### src/rtl/rls_pkg.sv
// Shared types and constants for the run-limit bit stuffer.
package rls_pkg;

    localparam int WORD_W = 4;

    typedef enum logic [1:0] {
        IDLE  = 2'd0,
        SHIFT = 2'd1,
        STUFF = 2'd2
    } rls_state_e;

endpackage

### src/rtl/run_limit_stuffer_if.sv
// Word-in / bit-out handshake bundle for run_limit_stuffer.
interface run_limit_stuffer_if;
    import rls_pkg::*;

    logic [WORD_W-1:0] in_word;
    logic              in_valid;
    logic              in_ready;
    logic              out_bit;
    logic              out_valid;
    logic              out_ready;

    modport master (
        output in_word, in_valid, out_ready,
        input  in_ready, out_bit, out_valid
    );

    modport slave (
        input  in_word, in_valid, out_ready,
        output in_ready, out_bit, out_valid
    );
endinterface

### src/rtl/rls_run_tracker.sv
// Tracks the last transmitted bit and its run length; flags when the bit
// being offered would complete a run of MAX_RUN and so needs a stuff bit.
module rls_run_tracker #(
    parameter  int MAX_RUN = 2,
    localparam int RUN_W   = $clog2(MAX_RUN + 1)
) (
    input  logic             clk,
    input  logic             rst,
    input  logic             tx_bit,
    input  logic             accept,
    output logic             last_bit,
    output logic [RUN_W-1:0] run_len_next,
    output logic             stuff_needed
);

    logic             last_bit_r;
    logic [RUN_W-1:0] run_len_r;
    // One extra bit so that MAX_RUN=1 (a stuff bit followed by an equal
    // data bit) can express a run of 2 without wrapping.
    logic [RUN_W:0]   run_inc_s;

    // Next run length if tx_bit is accepted this cycle.
    always_comb begin
        run_inc_s = {{RUN_W{1'b0}}, 1'b1};
        if ((run_len_r != {RUN_W{1'b0}}) && (tx_bit == last_bit_r)) begin
            run_inc_s = {1'b0, run_len_r} + {{RUN_W{1'b0}}, 1'b1};
        end else begin
            run_inc_s = {{RUN_W{1'b0}}, 1'b1};
        end
    end

    assign stuff_needed = (run_inc_s >= (RUN_W + 1)'(MAX_RUN));
    assign run_len_next = stuff_needed ? RUN_W'(MAX_RUN) : run_inc_s[RUN_W-1:0];
    assign last_bit     = last_bit_r;

    // Run history register, updated on every accepted output bit.
    always_ff @(posedge clk) begin
        if (rst) begin
            last_bit_r <= 1'b0;
            run_len_r  <= {RUN_W{1'b0}};
        end else if (accept) begin
            last_bit_r <= tx_bit;
            run_len_r  <= run_len_next;
        end else begin
            last_bit_r <= last_bit_r;
            run_len_r  <= run_len_r;
        end
    end

endmodule

### src/rtl/run_limit_stuffer.sv
// MSB-first word serializer that inserts complement stuff bits so the output
// never repeats a bit more than MAX_RUN times. Option: RLS_STUFF_CNT_EN.
module run_limit_stuffer
    import rls_pkg::*;
#(
    parameter int MAX_RUN = 2
) (
    input  logic                 clk,
    input  logic                 rst,
    run_limit_stuffer_if.slave   bus
`ifdef RLS_STUFF_CNT_EN
    ,
    output logic [7:0]           stuff_cnt
`endif
);

    localparam int RUN_W = $clog2(MAX_RUN + 1);

    rls_state_e        state_r, fsm_state_s, state_next_s;
    logic [WORD_W-1:0] word_r, word_next_s;
    logic [1:0]        bit_idx_r, fsm_idx_s, bit_idx_next_s;
    logic              out_bit_s, out_valid_s, accept_s;
    logic              word_done_s, in_ready_s, load_s;
    logic              last_bit_s, stuff_needed_s;
    logic [RUN_W-1:0]  run_len_next_s;

    rls_run_tracker #(.MAX_RUN(MAX_RUN)) u_tracker (
        .clk          (clk),
        .rst          (rst),
        .tx_bit       (out_bit_s),
        .accept       (accept_s),
        .last_bit     (last_bit_s),
        .run_len_next (run_len_next_s),
        .stuff_needed (stuff_needed_s)
    );

    // Output bit selection from the current state.
    always_comb begin
        out_bit_s = 1'b0;
        case (state_r)
            SHIFT:   out_bit_s = word_r[bit_idx_r];
            STUFF:   out_bit_s = ~last_bit_s;
            default: out_bit_s = 1'b0;
        endcase
    end

    assign out_valid_s = (state_r != IDLE);
    assign accept_s    = out_valid_s && bus.out_ready;

    // Per-state progression for an accepted bit; loading is layered on below.
    always_comb begin
        fsm_state_s = state_r;
        fsm_idx_s   = bit_idx_r;
        word_done_s = 1'b0;
        case (state_r)
            IDLE: begin
                fsm_state_s = IDLE;
            end
            SHIFT: begin
                if (accept_s && stuff_needed_s) begin
                    fsm_state_s = STUFF;
                end else if (accept_s && (bit_idx_r != 2'd0)) begin
                    fsm_idx_s = bit_idx_r - 2'd1;
                end else if (accept_s) begin
                    word_done_s = 1'b1;
                    fsm_state_s = IDLE;
                end else begin
                    fsm_state_s = SHIFT;
                end
            end
            STUFF: begin
                if (accept_s && (bit_idx_r != 2'd0)) begin
                    fsm_idx_s   = bit_idx_r - 2'd1;
                    fsm_state_s = SHIFT;
                end else if (accept_s) begin
                    word_done_s = 1'b1;
                    fsm_state_s = IDLE;
                end else begin
                    fsm_state_s = STUFF;
                end
            end
            default: begin
                fsm_state_s = IDLE;
            end
        endcase
    end

    // A finishing word falls straight through into the next one if offered.
    assign in_ready_s     = (state_r == IDLE) || word_done_s;
    assign load_s         = in_ready_s && bus.in_valid;
    assign state_next_s   = load_s ? SHIFT : fsm_state_s;
    assign bit_idx_next_s = load_s ? 2'd3 : fsm_idx_s;
    assign word_next_s    = load_s ? bus.in_word : word_r;

    // FSM and word holding registers.
    always_ff @(posedge clk) begin
        if (rst) begin
            state_r   <= IDLE;
            word_r    <= {WORD_W{1'b0}};
            bit_idx_r <= 2'd0;
        end else begin
            state_r   <= state_next_s;
            word_r    <= word_next_s;
            bit_idx_r <= bit_idx_next_s;
        end
    end

    assign bus.in_ready  = in_ready_s;
    assign bus.out_bit   = out_bit_s;
    assign bus.out_valid = out_valid_s;

`ifdef RLS_STUFF_CNT_EN
    // Saturating count of stuff bits that actually left the block.
    always_ff @(posedge clk) begin
        if (rst) begin
            stuff_cnt <= 8'd0;
        end else if (accept_s && (state_r == STUFF) && (stuff_cnt != 8'hFF)) begin
            stuff_cnt <= stuff_cnt + 8'd1;
        end else begin
            stuff_cnt <= stuff_cnt;
        end
    end
`else
    logic unused_s;
    assign unused_s = ^run_len_next_s;
`endif

`ifdef RLS_STUFF_CNT_EN
    logic unused_run_s;
    assign unused_run_s = ^run_len_next_s;
`endif

endmodule
### src/flat_wrapper.sv
// flat-port wrapper written by rule: the top's interface ports become plain ports
module run_limit_stuffer_flat import rls_pkg::*;
#(
    parameter int MAX_RUN = 2
)
  (clk, rst, bus_in_word, bus_in_valid, bus_out_ready, bus_in_ready, bus_out_bit, bus_out_valid);
  run_limit_stuffer_if bus_i ();
  input  logic clk;
  input  logic rst;
  input wire logic [$bits(bus_i.in_word)-1:0] bus_in_word;
  input wire logic [$bits(bus_i.in_valid)-1:0] bus_in_valid;
  input wire logic [$bits(bus_i.out_ready)-1:0] bus_out_ready;
  output wire logic [$bits(bus_i.in_ready)-1:0] bus_in_ready;
  output wire logic [$bits(bus_i.out_bit)-1:0] bus_out_bit;
  output wire logic [$bits(bus_i.out_valid)-1:0] bus_out_valid;
  assign bus_i.in_word = bus_in_word;
  assign bus_i.in_valid = bus_in_valid;
  assign bus_i.out_ready = bus_out_ready;
  assign bus_in_ready = bus_i.in_ready;
  assign bus_out_bit = bus_i.out_bit;
  assign bus_out_valid = bus_i.out_valid;
  run_limit_stuffer #(.MAX_RUN(MAX_RUN)) u_core (.clk(clk), .rst(rst), .bus(bus_i));
endmodule
### config.mk
export PLATFORM = sky130hd
export DESIGN_NAME = run_limit_stuffer_flat
export DESIGN_NICKNAME = d
export VERILOG_FILES = /design/src/rtl/rls_pkg.sv /design/src/rtl/run_limit_stuffer_if.sv /design/src/rtl/rls_run_tracker.sv /design/src/rtl/run_limit_stuffer.sv /design/src/flat_wrapper.sv
export SDC_FILE = /design/constraint.sdc
export NUM_CORES = 1
export LEC_CHECK = 0
export ABC_AREA = 1
export BUFFER_PORTS_ARGS = -buffer_cell sky130_fd_sc_hd__buf_2
export CAP_MARGIN = 5
export CORE_MARGIN = 8
export CORE_UTILIZATION = 58
export DETAILED_ROUTE_END_ITERATION = 7
export MAX_ROUTING_LAYER = met4
export PLACE_DENSITY = 0.81
export SYNTH_ARGS = -nofsm -noshare
export SYNTH_HDL_FRONTEND = slang
export SYNTH_SLANG_ARGS = --single-unit
### constraint.sdc
create_clock -name clk -period 4.3 [get_ports clk]
set_input_delay 0.43 -clock clk [delete_from_list [all_inputs] [get_ports clk]]
set_output_delay 0.43 -clock clk [all_outputs]
set_load 0.005 [all_outputs]
==> impl_metrics.yaml, run 1 <==
final_layout:
  diodes: 0
  finish.utilization: 0.675
  synthToLayoutAreaGrowth_pct: 11.6
  drive_above_1_share: 0.202
  finalNetCount: 139
  finalNonFillerCells: 139
worst_setup_path:
  worstSetupPathType: "reg2out"
  crit_slowest_cell: "dfxtp_1"
  cp.arrival_ps: 2080
  worstPathCellList: "inv_1 > ha_1 > inv_1 > nand2_1 > nor2_1 > nand3_4 > nand2_2 > nand2_2 > nand2_2 > nand2_4 > buf_2"
  cp_common_cell: "nand2_2"
  cp_num_buf_inv: 3
  cpLargestDelayFamily: "simple AND/OR/NAND/NOR gates"
  max_stage_delay_ps: 370
  end_kind: "output pin"
  path_max_fanout: 10
  required_ps: 3870
  critPathLaunchType: "flop"
synth:
  synth-edff-count: 0
  netlist.area_leader.share: 0.290
  syn_area_um2: 758
  synth.most_common_cell: "inv_1"
  yosysTopAreaCell: "dfxtp_1"
  muxShareOfSynthArea: 0
  async_flop_share: 0
  yosys_warnings: 0
  syn_nets: 125
  synthFlopType: "dfxtp_1"
  synth_cells: 111
  synth.area.top_cells: "dfxtp_1, inv_1, ha_1, nand2_1, a21oi_1"
  synth_simple_gate_area_frac: 0.294
  syn_avg_cell_area_um2: 6.83
  synth_xor_area_frac: 0.0116
  synth_top_family_by_area: "simple AND/OR/NAND/NOR gates"
  synth_top_cells_by_count: "inv_1, nand2_1, dfxtp_1, nor2_1, a21oi_1"
  synth_compound_area_frac: 0.157
  ys_ff_latch: 11
  synth-adder-area-share: 0.0990
  ys_seq_area_frac: 0.290
  synth_cell_types: 19
floorplan:
  die_width_um: 52.2
  placeableCoreArea_mm2: 0.00125
  die_area_mm2: 0.00272
  die_h_um: 52.2
  row_count: 13
  io_pins: 11
  initial_core_util: 0.605
sta:
  fmax_mhz: 399
  fin_crit_sh: 0.583
  min_period_ps: 2510
  slew_headroom: 0.802
  tightest_slew_ps: 296
  drv_slew: 0
  fin_skew_ps: 4.80
  finalHoldViolations: 0
  setup_tns_ps: 0
  rsz0062_at_grt: "false"
  setup_viol: 0
pwr:
  leakage_nw: 0.432
  power.density_mw_per_mm2: 274
  power_w: 0.000232
  irDropWorstVdd_uv: 162
drt:
  drc: 0
  wl_met3_um: 81
  wl_met1_um: 749
  ant_nets: 0
  avgViaCountPerCell: 4.97
  first_pass_iters: 4
  wire_per_inst_um: 11.7
  routed-wl-met2_um: 759
  top_layer_used: "met4"
  num_vias: 691
  wirelength_um: 1620
  drt-initial-drc-count: 14
place:
  dp_hpwl_um: 1290
  gp_congestion: 0.952
  placed_cells: 135
  portBuffers: 10
clock_tree:
  tritoncts: "yes"
  post_cts_buffers: 0
  cts_made_buffers: 3
  clk_pin_slew_worst_paths_ps: 80
  root_buffer: "clkbuf_4"
  cts_hold_buf: 0
  cts.sinks: 11
  clk_path_buf_depth: 2
  htree_levels: 1
  clk_latency_ps: 280
  cts_resized: 0
status:
  status: "finished, final reports clean"
grt:
  antenna_found_initial: 0
  grt_usage: 0.128
  grt_pass1_wl_um: 2580
  first_global_vias: 622
  overflow: 0
  grt_max_degree: 11
worst_hold_path:
  hp-class: "in2reg"
run:
  drv_cap: 0
==> cell type report <==
type / count / area, um^2
Multi-Input combinational cell: 71 / 425
Fill cell: 112 / 407
Sequential cell: 11 / 220
Inverter: 28 / 105
Timing Repair Buffer: 10 / 50.0
Clock buffer: 4 / 26.3
Tap cell: 15 / 18.8
==> metrics by stage <==
step / cell area, um^2 / setup WS, ps / hold WS (ps)
after floorplan: 758 / 2450 / 452
after global placement: 820 / 2200 / 479
after detailed placement: 820 / 2120 / 473
after CTS: 846 / 1820 / 391
after global routing: 846 / 1650 / 392
final: 846 / 1790 / 402
==> sequential cells by signal, summed over array words and instances (netlist names) <==
register	cells
u_core.bit_idx_r	2
u_core.state_r	2
u_core.u_tracker.last_bit	1
u_core.u_tracker.run_len_r	2
u_core.word_r	4
==> layer usage <==
layer	global-route usage	up-vias
met1	0.154	302
met5	-	-
met4	0.0647	0
met2	0.196	17
met3	0.0256	5
li1	-	367
==> power by group <==
part	total (W)	internal, W	switching (W)
sequential	0.000113	0.000108	0.00000463
clock	0.0000750	0.0000360	0.0000389
combinational	0.0000442	0.0000170	0.0000272
total	0.000232	0.000161	0.0000708
==> cells in the final DEF (no fill, tap or decap), types with 6 or more instances in the layout <==
cell and n:
buf_2 10, dfxtp_1 11, nand3_1 8, a21oi_1 10
nor2_1 11, nand2_1 17, inv_1 27, ha_1 6
nand2_2 6
==> worst paths after layout <==
| path | start | to | slack, ps | cells past startpoint |
|---|---|---|---|---|
| setup / recovery | u_core.state_r[0] | bus_in_ready | 1790 | 11 |
| hold reg to reg | u_core.u_tracker.run_len_r[1] | u_core.u_tracker.run_len_r[1] | 510 | 2 |
| setup reg to reg | u_core.state_r[0] | u_core.word_r[2] | 2310 | 12 |
| hold / removal | rst | u_core.bit_idx_r[1] | 400 | 2 |
==> logic make-up after synthesis <==
| group | count (synthesis) |
|---|---|
| AND/OR/NAND/NOR | 45 |
| adder cells (fa/ha/maj) | 6 |
| XOR/XNOR | 1 |
| flip-flops | 11 |
| AO/OA/AOI/OAI | 19 |
| buffers and inverters | 29 |
Power figures use the tool's default switching activity.
==> run 2: changes to the inputs <==
--- a/config.mk
+++ b/config.mk
@@ -9,10 +9,10 @@
 export BUFFER_PORTS_ARGS = -buffer_cell sky130_fd_sc_hd__buf_2
 export CAP_MARGIN = 5
 export CORE_MARGIN = 8
-export CORE_UTILIZATION = 58
+export CORE_UTILIZATION = 54
 export DETAILED_ROUTE_END_ITERATION = 7
 export MAX_ROUTING_LAYER = met4
-export PLACE_DENSITY = 0.81
+export PLACE_DENSITY = 0.76
 export SYNTH_ARGS = -nofsm -noshare
 export SYNTH_HDL_FRONTEND = slang
 export SYNTH_SLANG_ARGS = --single-unit
==> constraint.sdc (replaced) <==
create_clock -name clk -period 2.4 [get_ports clk]
set_input_delay 0.24 -clock clk [delete_from_list [all_inputs] [get_ports clk]]
set_output_delay 0.24 -clock clk [all_outputs]
set_load 0.005 [all_outputs]
==> impl_metrics.yaml, run 2 (synthesis results as in run 1) <==
sta:
  fmax_mhz: 445
  slew_headroom: 0.784
  setup_tns_ps: 0
  fin_skew_ps: 1.53
  drv_slew: 0
  tightest_slew_ps: 324
  min_period_ps: 2250
  finalHoldViolations: 0
  setup_viol: 0
  fin_crit_sh: 0.937
  rsz0062_at_grt: "false"
drt:
  top_layer_used: "met4"
  drt-initial-drc-count: 19
  wire_per_inst_um: 10.9
  num_vias: 694
  drc: 0
  routed-wl-met2_um: 725
  wl_met3_um: 61
  wl_met1_um: 707
  avgViaCountPerCell: 4.99
  wirelength_um: 1520
  ant_nets: 0
  first_pass_iters: 4
clock_tree:
  htree_levels: 1
  cts_resized: 0
  clk_pin_slew_worst_paths_ps: 60
  tritoncts: "yes"
  root_buffer: "clkbuf_4"
  clk_latency_ps: 270
  cts_made_buffers: 3
  cts.sinks: 11
  clk_path_buf_depth: 2
  cts_hold_buf: 0
  post_cts_buffers: 0
final_layout:
  final_cell_mix: "inv_1, nand2_1, dfxtp_1"
  synthToLayoutAreaGrowth_pct: 11.9
  diodes: 0
  finish.utilization: 0.652
  finalNetCount: 139
  final_common_cell: "inv_1"
  drive_above_1_share: 0.210
  n_fill_cell: 130
  largest_reg_flops: 4
  design_area_um2: 848
  largest_register: "u_core.word_r"
grt:
  grt_max_degree: 11
  first_global_vias: 623
  overflow: 0
  grt_pass1_wl_um: 2550
  grt_usage: 0.125
  antenna_found_initial: 0
pwr:
  p_clk_frac: 0.305
  power_frac_seq: 0.500
  pwr-share-comb: 0.194
  p_int_w: 0.000289
  switching_share: 0.284
  power.density_mw_per_mm2: 476
  leakage_nw: 0.432
  power.switching_w: 0.000115
  irDropWorstVdd_uv: 374
worst_setup_path:
  cp_common_cell: "nand2_2"
  cp.arrival_ps: 2010
  path_max_fanout: 10
  crit_slowest_cell: "dfxtp_1"
  required_ps: 2160
  critPathLaunchType: "flop"
  worstSetupPathType: "reg2out"
  worstPathCellList: "inv_1 > ha_1 > nand2_1 > inv_1 > nand2_2 > a21oi_4 > nand3_4 > nand2_2 > nand2_2 > nand2_2 > nand2_4 > buf_2"
  max_stage_delay_ps: 360
  end_kind: "output pin"
place:
  portBuffers: 10
  placed_cell_area_um2: 820
  dp_hpwl_um: 1210
  gp_congestion: 0.879
worst_hold_path:
  hp-class: "in2reg"
floorplan:
  initial_core_util: 0.583
  die_h_um: 53.5
  row_count: 13
  die_area_mm2: 0.00286
  die_width_um: 53.5
  io_pins: 11
  placeableCoreArea_mm2: 0.00130
status:
  status: "finished, final reports clean"
run:
  drv_cap: 0
## run 2: cell counts in the layout (fill, tap and decap cells not counted)
Identical to the previous run, type by type.
## run 2: stage by stage
stage	instances	total power (W)	worst slack [ps]	hold WS, ps
finish	139	0.000404	151	217
floorplan	111	0.000263	682	309
global route	139	0.000429	8.88	204
CTS	139	0.000408	132	205
global placement	135	0.000282	498	492
detailed placement	135	0.000283	435	481
## run 2: final cells by class
cell class / count / area (um^2) / area share
Inverter: 28 / 105 / 0.124
Timing Repair Buffer: 10 / 50.0 / 0.0590
Clock buffer: 4 / 26.3 / 0.0310
Multi-Input combinational cell: 71 / 428 / 0.504
Sequential cell: 11 / 220 / 0.260
Tap cell: 15 / 18.8 / 0.0221
## run 2: final timing paths
| kind | startpoint | to | slack, ps | cells after the start |
|---|---|---|---|---|
| min | rst | u_core.bit_idx_r[0] | 220 | 2 |
| max | u_core.state_r[1] | bus_in_ready | 150 | 12 |
| min reg2reg | u_core.u_tracker.run_len_r[1] | u_core.u_tracker.run_len_r[1] | 490 | 2 |
| max reg2reg | u_core.state_r[1] | u_core.word_r[2] | 500 | 13 |
## run 2: routing by layer
metal / vias up / track usage
li1: 369 / -
met1: 312 / 0.145
met2: 9 / 0.188
met3: 4 / 0.0588
met4: 0 / 0.0378
met5: - / -
## run 2: power by group through the flow
| stage | combinational, W | sequential [W] | clock, W |
|---|---|---|---|
| after global routing | 0.0000907 | 0.000203 | 0.000135 |
| after CTS | 0.0000776 | 0.000202 | 0.000129 |
| after detailed placement | 0.0000771 | 0.000206 | 0 |
| after global placement | 0.0000761 | 0.000206 | 0 |
| after floorplan | 0.0000589 | 0.000204 | 0 |
| final | 0.0000784 | 0.000202 | 0.000123 |
## run 2: critical path, delay by kind of cell, from the launching register on
kind | cells | cell delay (ps)
fa+ha+maj | 1 | 350
compound gates | 1 | 160
flops | 1 | 360
buf+inv | 3 | 300
simple gates | 7 | 560
